### src/rtl/scarv_soc_bram_arbiter_pkg.sv
// Shared definitions for the two-port BRAM arbiter: FSM encoding, port ids
// and the memory read latency the FSM is built around.
package scarv_soc_bram_arb_pkg;

  typedef enum logic [1:0] {
    ST_IDLE = 2'd0,
    ST_RESP = 2'd1,
    ST_HOLD = 2'd2
  } arb_state_e;

  localparam logic P0 = 1'b0;
  localparam logic P1 = 1'b1;

  localparam int BRAM_LATENCY = 1;

endpackage

### src/rtl/scarv_soc_rr_arb2.sv
// Two-way request picker: round-robin on ties, or port 1 always wins ties
// when FIXED_PRIO is set. The pointer only moves when advance is asserted.
module scarv_soc_rr_arb2 #(
  parameter bit FIXED_PRIO = 1'b0
) (
  input  logic       g_clk,
  input  logic       g_resetn,
  input  logic [1:0] req,
  input  logic       advance,
  output logic [1:0] gnt
);

  logic last_q;
  logic last_d;

  always_comb begin
    gnt = 2'b00;
    case (req)
      2'b01:   gnt = 2'b01;
      2'b10:   gnt = 2'b10;
      2'b11:   gnt = (FIXED_PRIO || !last_q) ? 2'b10 : 2'b01;
      default: gnt = 2'b00;
    endcase
  end

  always_comb begin
    last_d = last_q;
    if (advance && (gnt != 2'b00)) last_d = gnt[1];
  end

  // Pointer resets to port 1 so port 0 wins the first tie.
  always_ff @(posedge g_clk or negedge g_resetn) begin
    if (!g_resetn) last_q <= 1'b1;
    else           last_q <= last_d;
  end

endmodule

### src/rtl/scarv_soc_bram_arbiter.sv
// Shares one single-port, 1-cycle-latency BRAM between instruction fetch (p0)
// and data (p1) ports; one transaction in flight, stalled responses are held.
module scarv_soc_bram_arbiter
  import scarv_soc_bram_arb_pkg::*;
#(
  parameter int AW         = 14,
  parameter bit FIXED_PRIO = 1'b0
) (
  input  logic          g_clk,
  input  logic          g_resetn,
  input  logic          p0_req,
  output logic          p0_gnt,
  input  logic          p0_wen,
  input  logic [3:0]    p0_strb,
  input  logic [AW-1:0] p0_addr,
  input  logic [31:0]   p0_wdata,
  output logic          p0_rsp_valid,
  input  logic          p0_rsp_ready,
  output logic [31:0]   p0_rsp_rdata,
  input  logic          p1_req,
  output logic          p1_gnt,
  input  logic          p1_wen,
  input  logic [3:0]    p1_strb,
  input  logic [AW-1:0] p1_addr,
  input  logic [31:0]   p1_wdata,
  output logic          p1_rsp_valid,
  input  logic          p1_rsp_ready,
  output logic [31:0]   p1_rsp_rdata,
  output logic          bram_en,
  output logic [3:0]    bram_we,
  output logic [AW-1:0] bram_addr,
  output logic [31:0]   bram_wdata,
  input  logic [31:0]   bram_rdata
);

  arb_state_e    state_q, state_d;
  logic          owner_q, owner_d;
  logic [31:0]   hold_q, hold_d;
  logic [AW-1:0] addr_q;
  logic [31:0]   wdata_q;

  logic       own_ready;
  logic       allow;
  logic [1:0] pick;
  logic [1:0] gnt;
  logic       any_gnt;
  logic       sel;
  logic       rsp_valid;
  logic [31:0] rsp_rdata;

  assign own_ready = (owner_q == P1) ? p1_rsp_ready : p0_rsp_ready;

  // Gated by g_resetn so no grant (and no BRAM access) leaks out during reset.
  assign allow = g_resetn &&
                 ((state_q == ST_IDLE) || ((state_q == ST_RESP) && own_ready));

  scarv_soc_rr_arb2 #(
    .FIXED_PRIO (FIXED_PRIO)
  ) u_pick (
    .g_clk    (g_clk),
    .g_resetn (g_resetn),
    .req      ({p1_req, p0_req}),
    .advance  (allow),
    .gnt      (pick)
  );

  assign gnt     = pick & {2{allow}};
  assign any_gnt = |gnt;
  assign sel     = gnt[1];
  assign p0_gnt  = gnt[0];
  assign p1_gnt  = gnt[1];

  always_comb begin
    bram_en    = any_gnt;
    bram_we    = 4'b0000;
    bram_addr  = addr_q;
    bram_wdata = wdata_q;
    if (any_gnt) begin
      bram_addr  = sel ? p1_addr  : p0_addr;
      bram_wdata = sel ? p1_wdata : p0_wdata;
      if (sel ? p1_wen : p0_wen) bram_we = sel ? p1_strb : p0_strb;
    end
  end

  always_comb begin
    state_d = state_q;
    owner_d = owner_q;
    hold_d  = hold_q;
    case (state_q)
      ST_IDLE: begin
        if (any_gnt) begin
          state_d = ST_RESP;
          owner_d = sel;
        end
      end
      ST_RESP: begin
        if (own_ready) begin
          state_d = any_gnt ? ST_RESP : ST_IDLE;
          if (any_gnt) owner_d = sel;
        end else begin
          state_d = ST_HOLD;
          hold_d  = bram_rdata;
        end
      end
      ST_HOLD: begin
        if (own_ready) state_d = ST_IDLE;
      end
      default: state_d = ST_IDLE;
    endcase
  end

  always_ff @(posedge g_clk or negedge g_resetn) begin
    if (!g_resetn) begin
      state_q <= ST_IDLE;
      owner_q <= P0;
      hold_q  <= 32'h0;
      addr_q  <= '0;
      wdata_q <= 32'h0;
    end else begin
      state_q <= state_d;
      owner_q <= owner_d;
      hold_q  <= hold_d;
      addr_q  <= bram_addr;
      wdata_q <= bram_wdata;
    end
  end

  assign rsp_valid = (state_q != ST_IDLE);
  assign rsp_rdata = (state_q == ST_RESP) ? bram_rdata :
                     (state_q == ST_HOLD) ? hold_q : 32'h0;

  assign p0_rsp_valid = rsp_valid && (owner_q == P0);
  assign p1_rsp_valid = rsp_valid && (owner_q == P1);
  assign p0_rsp_rdata = p0_rsp_valid ? rsp_rdata : 32'h0;
  assign p1_rsp_rdata = p1_rsp_valid ? rsp_rdata : 32'h0;

endmodule

### config.mk
export PLATFORM = sky130hd
export DESIGN_NAME = scarv_soc_bram_arbiter
export DESIGN_NICKNAME = d
export VERILOG_FILES = /design/src/rtl/scarv_soc_bram_arbiter_pkg.sv /design/src/rtl/scarv_soc_rr_arb2.sv /design/src/rtl/scarv_soc_bram_arbiter.sv
export SDC_FILE = /design/constraint.sdc
export NUM_CORES = 1
export LEC_CHECK = 0
export CORE_UTILIZATION = 38
export CTS_CLUSTER_DIAMETER = 120
export DETAILED_ROUTE_END_ITERATION = 12
export GPL_TIMING_DRIVEN = 0
export HOLD_SLACK_MARGIN = 0.02
export PLACE_DENSITY = 0.82
export SYNTH_ARGS = -nofsm -noshare
export SYNTH_HDL_FRONTEND = slang
export SYNTH_SLANG_ARGS = --single-unit
export TNS_END_PERCENT = 1
### constraint.sdc
create_clock -name g_clk -period 2.9 [get_ports g_clk]
set_input_delay 0.87 -clock g_clk [delete_from_list [all_inputs] [get_ports g_clk]]
set_output_delay 0.87 -clock g_clk [all_outputs]
set_load 0.05 [all_outputs]
* After elaboration in Yosys (flattened, before gate mapping)
Index checks and enable logic that the tools add are counted.
** Storage, ports and cells
- Word-level logic and storage cells :: 54
- Bits in registers :: 82
- Input bits :: 140
** Cells by class
- Reduce and logical (&&, ||, !) cells :: 14
- Equal/unequal tests :: 8
- Multiplexer cells :: 23
- Bitwise operators :: 3
** Operator list (number)
- $mux 32 :: 6
- $mux 14 :: 2
- $mux 4 :: 3
- $pmux 2 s3 :: 2
- $mux 2 :: 4
- $eq 2x2->1 const B :: 3
- $ne 2x2->1 const B :: 3
- $reduce_and 2->1 :: 3
- $reduce_bool 2->1 :: 3
- $logic_and 1x1->1 :: 5
- $mux 1 :: 5
- $eq 2x1->1 const B :: 2
- $and 2x2->2 :: 1
- $logic_not 2->1 :: 1
- $not 1->1 :: 2
- $pmux 1 s2 :: 1
- $reduce_or 2->1 :: 1
- $logic_or 1x1->1 :: 1

* Depth between registers and ports, before layout
Gate-level depths: netlist of the first run.
- Depth in word-level cells :: 9
- Mapped depth :: 7
- Mapped depth without buffers :: 4

* By module
Synthesis of the first run repeated with hierarchy kept, for this count alone.
** Unflattened totals
- Cell total of the unflattened synthesis :: 474
- Area, all modules :: 4578.1 um2
** Modules (own cells, without submodules)
- scarv_soc_bram_arbiter :: cells each 468, sequential area each 2026.9 um2, instances 1, area each 4521.8 um2
- scarv_soc_rr_arb2 :: cells each 6, sequential area each 26.3 um2, instances 1, area each 56.3 um2

* Worst setup path before layout of the first run
Ideal clock, no wire load.
- Kind :: input -> output
- Start :: input port g_resetn
- End :: output port bram_wdata[1]
- Path slack :: -0.636 ns
- Stages :: 4
- Buffers on the path :: 1
- Data required time :: 2.030 ns
- Arrival time :: 2.666 ns
- Path through :: nor2b_1 -> o221ai_4 -> clkbuf_2 -> o21ai_0
** On the way
- Word-level cells in the longest chain between the ends :: 4
** Ends and longest elaborated chain
- start: declaration :: RTL line scarv_soc_bram_arbiter.sv:10 : input logic g_resetn,
- $logic_and 1x1->1 * :: RTL line scarv_soc_bram_arbiter.sv:54 : assign allow = g_resetn &&
- $and 2x2->2 * :: RTL line scarv_soc_bram_arbiter.sv:67 : assign gnt = pick & {2{allow}};
- $mux 32 / $reduce_or 2->1 (equally long branches) :: RTL line scarv_soc_bram_arbiter.sv:80, scarv_soc_bram_arbiter.sv:68
- $mux 32 * :: RTL line scarv_soc_bram_arbiter.sv:78 : if (any_gnt) begin
- end: declaration :: RTL line scarv_soc_bram_arbiter.sv:32 : output logic [31:0] bram_wdata,
Mark *: on every way between the ends. The rest lies on a longest branch, timed or not.

* Worst setup path after layout of the first run
- Start :: input port p0_rsp_ready
- End :: output port bram_wdata[14]
** On the way
- Word-level cells in the longest chain between the ends :: 7
** Ends and longest elaborated chain
- start: declaration :: RTL line scarv_soc_bram_arbiter.sv:18 : input logic p0_rsp_ready,
- $mux 1 * :: RTL line scarv_soc_bram_arbiter.sv:51 : assign own_ready = (owner_q == P1) ? p1_rsp_ready : p0_rsp_ready;
- $logic_and 1x1->1 * :: RTL line scarv_soc_bram_arbiter.sv:55 : ((state_q == ST_IDLE) || ((state_q == ST_RESP) && own_ready));
- $logic_or 1x1->1 * :: RTL line scarv_soc_bram_arbiter.sv:55
- $logic_and 1x1->1 * :: RTL line scarv_soc_bram_arbiter.sv:54
- $and 2x2->2 * :: RTL line scarv_soc_bram_arbiter.sv:67
- $mux 32 / $reduce_or 2->1 (equally long branches) :: RTL line scarv_soc_bram_arbiter.sv:80, scarv_soc_bram_arbiter.sv:68
- $mux 32 * :: RTL line scarv_soc_bram_arbiter.sv:78
Marked as above.

==> results.tsv, run 1 <==
stage	metric	value	unit
setup_path	cell mode on critical path	buf_6	
timing	Final Critical Period	3.01	ns
setup_path	Critical R2R Launch	owner_q	
setup_path	Critical Path End Type	output port	
timing	RSZ-0062 raised after global routing	yes	
logic_synthesis	Mean Syn Cell Area	10.1	µm²
placement	Placed Cells incl. Taps	823	
setup_path	CP top delay family	buffers and inverters	
logic_synthesis	Post-synth ARST share	100	%
timing	final setup violation count	52	
setup_path	CP Buf/Inv Count	4	
floorplan	Placeable Area	0.0109	mm²
layout	Syn-to-layout area delta	80.5	%
cts	CTS root buf	clkbuf_16	
floorplan	die height	108	µm
layout	most common cell after layout, fill and taps aside	clkdlybuf4s50_1	
run_status	outcome	complete, but fails checks	
grt	pin count of the biggest net entering global routing	42	
routing	Vias per Instance	5.26	
floorplan	Initial Util	39.2	%
logic_synthesis	Cell Area, Synth	0.00429	mm²
grt	vias in the first global route	4660	
routing	final antenna-violating net count	0	
routing	DR vias	4462	
power	NetSw	3.90	mW
layout	ant diodes	0	
logic_synthesis	Post-Syn Nets	564	
logic_synthesis	most common flop cell mapped by yosys	dfrtp_1	
placement	global placer's final weighted congestion	0.874	
timing	f_max	333	MHz
layout	layout cell share with drive strength beyond 1	40.5	%
layout	fin util	70.8	%
setup_path	Slowest cell on crit path	mux2_4	
layout	post-route cell area	0.00774	mm²
setup_path	max incr delay on CP	0.29	ns
power	PD cells	1040	mW/mm²
setup_path	worst-path maximum fanout	10	
logic_synthesis	post-synth top area share	47.2	%
power	switching share of power	48.5	%
cts	register clock-pin slew on the reported worst setup and hold paths	0.06	ns
power	Clk network pwr share	13.7	%
logic_synthesis	Synth Area in XOR/XNOR	0	%
flow_run	max-cap viol count	0	
timing	slew margin rel.	64.6	%
routing	DRT iter0 DRCs	206	
setup_path	critical path data arrival time	2.14	ns
floorplan	num rows	38	
power	internal power	4.13	mW
logic_synthesis	synthesis warning total	0	
logic_synthesis	largest family of logic cells by synthesized area	compound AO/OA/AOI/OAI gates	
power	Seq pwr share	23.8	%
cts	clock sinks	82	
logic_synthesis	Post-Synth Adder-Cell Area	0	%
min_path	Tightest Hold Check Type	in2async	
cts	TritonCTS buffer count	9	
routing	First-pass DRT Iterations	4	
timing	Fin Setup TNS	-3.55	ns
placement	IO buf count	258	
timing	clock skew	0.00765	ns
setup_path	flop2flop setup slack	1.15	ns
run_status	violated checks	negative setup slack	
routing	wire per inst	18.1	µm
timing	setup ws final	-0.107	ns
floorplan	I/O pin count	259	
layout	fin cells	849	
power	combinational power share	62.5	%
logic_synthesis	post-synthesis mux area share	9.92	%
setup_path	R2R depth	7	
setup_path	cell breakdown of the critical path	buf_6 > mux2_4 > o221ai_4 > buf_12 > buf_8 > nand2_1 > o21ai_2 > buf_6	
logic_synthesis	Simple-Gate Fraction of Synth Area	13.6	%
placement	hpwl dp	11100	µm
layout	Nets	844	
timing	final hold violation count	0	
logic_synthesis	post-synthesis sequential area ratio	47.9	%
grt	antenna violations before repair	0	
logic_synthesis	Yosys top cell by area	dfrtp_1	
setup_path	critical path class	in2out	
power	worst vdd ir	0.836	mV
logic_synthesis	Synth cell types	30	
logic_synthesis	Synth Area in Compound Gates	22.0	%
setup_path	Startpoint Class	input port	
setup_path	CP Data Required Time	2.03	ns
grt	GRT Util Overall	25.5	%
setup_path	Reg2Reg Capture Point	wdata_q[13]	
floorplan	Die ar.	0.0117	mm²
timing	Least-Margin Pin Slew	0.533	ns
logic_synthesis	Synth Register Bits	82	
logic_synthesis	Cells after Synth	424	
layout	most frequent cells in the layout	clkdlybuf4s50_1, dfrtp_1, buf_6	
grt	Overflow after GRT	0	
placement	dpl cell area	0.00709	mm²
power	Leak Pwr	3.41	nW
grt	first-pass GRT wire length	23000	µm
cts	clk_lat worst skew	0.33	ns
layout	fill count	837	
logic_synthesis	Synth area leaders	dfrtp_1, mux2_2, o22ai_1, a22oi_1, o21ai_2	
logic_synthesis	number of synthesized flops with an enable pin	0	
floorplan	die width	108	µm
timing	Period Utilization, post-route	104	%
cts	worst-case clock buffer depth	2	
cts	# H-tree levels	3	
routing	Remaining DRCs	0	
routing	Total Wirelength	15400	µm
cts	CTS tree	done	
timing	Slew Limit Fails	0	
==> cell usage after synthesis, drive strengths merged (4+ instances only) <==
| cell | instances |
|---|---|
| nor2 | 37 |
| nand2 | 50 |
| buf | 23 |
| mux2 | 33 |
| o21ai | 49 |
| a22oi | 33 |
| o22ai | 46 |
| mux2i | 5 |
| dfrtp | 81 |
| clkbuf | 15 |
| inv | 4 |
| nor3 | 4 |
| nor2b | 35 |
==> cell type report <==
type | instances | area (µm²) | share of cell area [%]
Sequential cell | 82 | 2050 | 26.5
Timing Repair Buffer | 269 | 2620 | 33.9
Clock buffer | 12 | 267 | 3.44
Clock inverter | 4 | 25.0 | 0.323
Multi-Input combinational cell | 300 | 2210 | 28.6
Tap cell | 140 | 175 | 2.26
Buffer | 38 | 373 | 4.81
Inverter | 4 | 15.0 | 0.194
==> routing by layer <==
metal	track usage [%]	routed length, µm	part of all wire (%)
met5	0	0	0
met4	8.49	323	2.1
met3	6.69	1170	7.6
met2	48.2	8140	53
met1	27.4	5760	37
==> registers in the layout (all words and copies together), names as in the netlist <==
signal,cells
wdata_q,32
addr_q,14
u_pick.last_q,1
owner_q,1
state_q,2
hold_q,32
==> power groups by stage <==
stage          combinational (mW)  clock (mW)  sequential [mW]
2_1_floorplan                3.17           0             1.83
3_3_place_gp                 4.61           0             1.86
3_5_place_dp                 4.68           0             1.89
4_1_cts                      4.97        1.12             1.88
5_1_grt                      5.26        1.16             1.96
6_report                     5.02        1.10             1.91
==> kinds of logic after synthesis <==
family / Yosys count
and+or+nand+nor: 128
buffers and inverters: 42
AOI/OAI and AO/OA: 134
DFF: 82
muxes: 38
==> worst max-delay path by stage <==
stage / startpoint / to / slack (ns) / depth (start not counted)
3_5_place_dp: p1_req / bram_wdata[29] / -1.44 / 7
2_1_floorplan: g_resetn / bram_wdata[1] / -0.25 / 4
4_1_cts: g_resetn / bram_wdata[21] / -0.15 / 8
5_1_grt: p0_rsp_ready / bram_wdata[23] / -0.15 / 8
3_3_place_gp: g_resetn / bram_addr[3] / -4.12 / 6
6_report: p0_rsp_ready / bram_wdata[14] / -0.11 / 8
==> repair_timing <==
item | CTS | global route
setup endpoints to repair | 119 | 115
endpoints found under the hold margin | 0 | 0
pin swaps | 10 | 2
resized for setup | 651 | 123
hold buffers | 0 | 0
gates cloned | 3 | 1
buffers inserted | 6 | 1
==> through the flow <==
step                      setup slack, ns  hold slack [ns]  power, mW
after floorplan                    -0.255            0.465       5.00
after global placement              -4.12            0.449       6.47
after detailed placement            -1.44            0.455       6.57
after global routing               -0.151            0.324       8.38
after CTS                          -0.148            0.349       7.97
final                              -0.107            0.336       8.03
Note: power is estimated with default switching activity, not from simulation.
==> inputs of run 2 (changes only) <==
GPL_ROUTABILITY_DRIVEN = 0   (was not set)
==> results of run 2 <==
Final layout, timing and power as in run 1 (identical DEF).
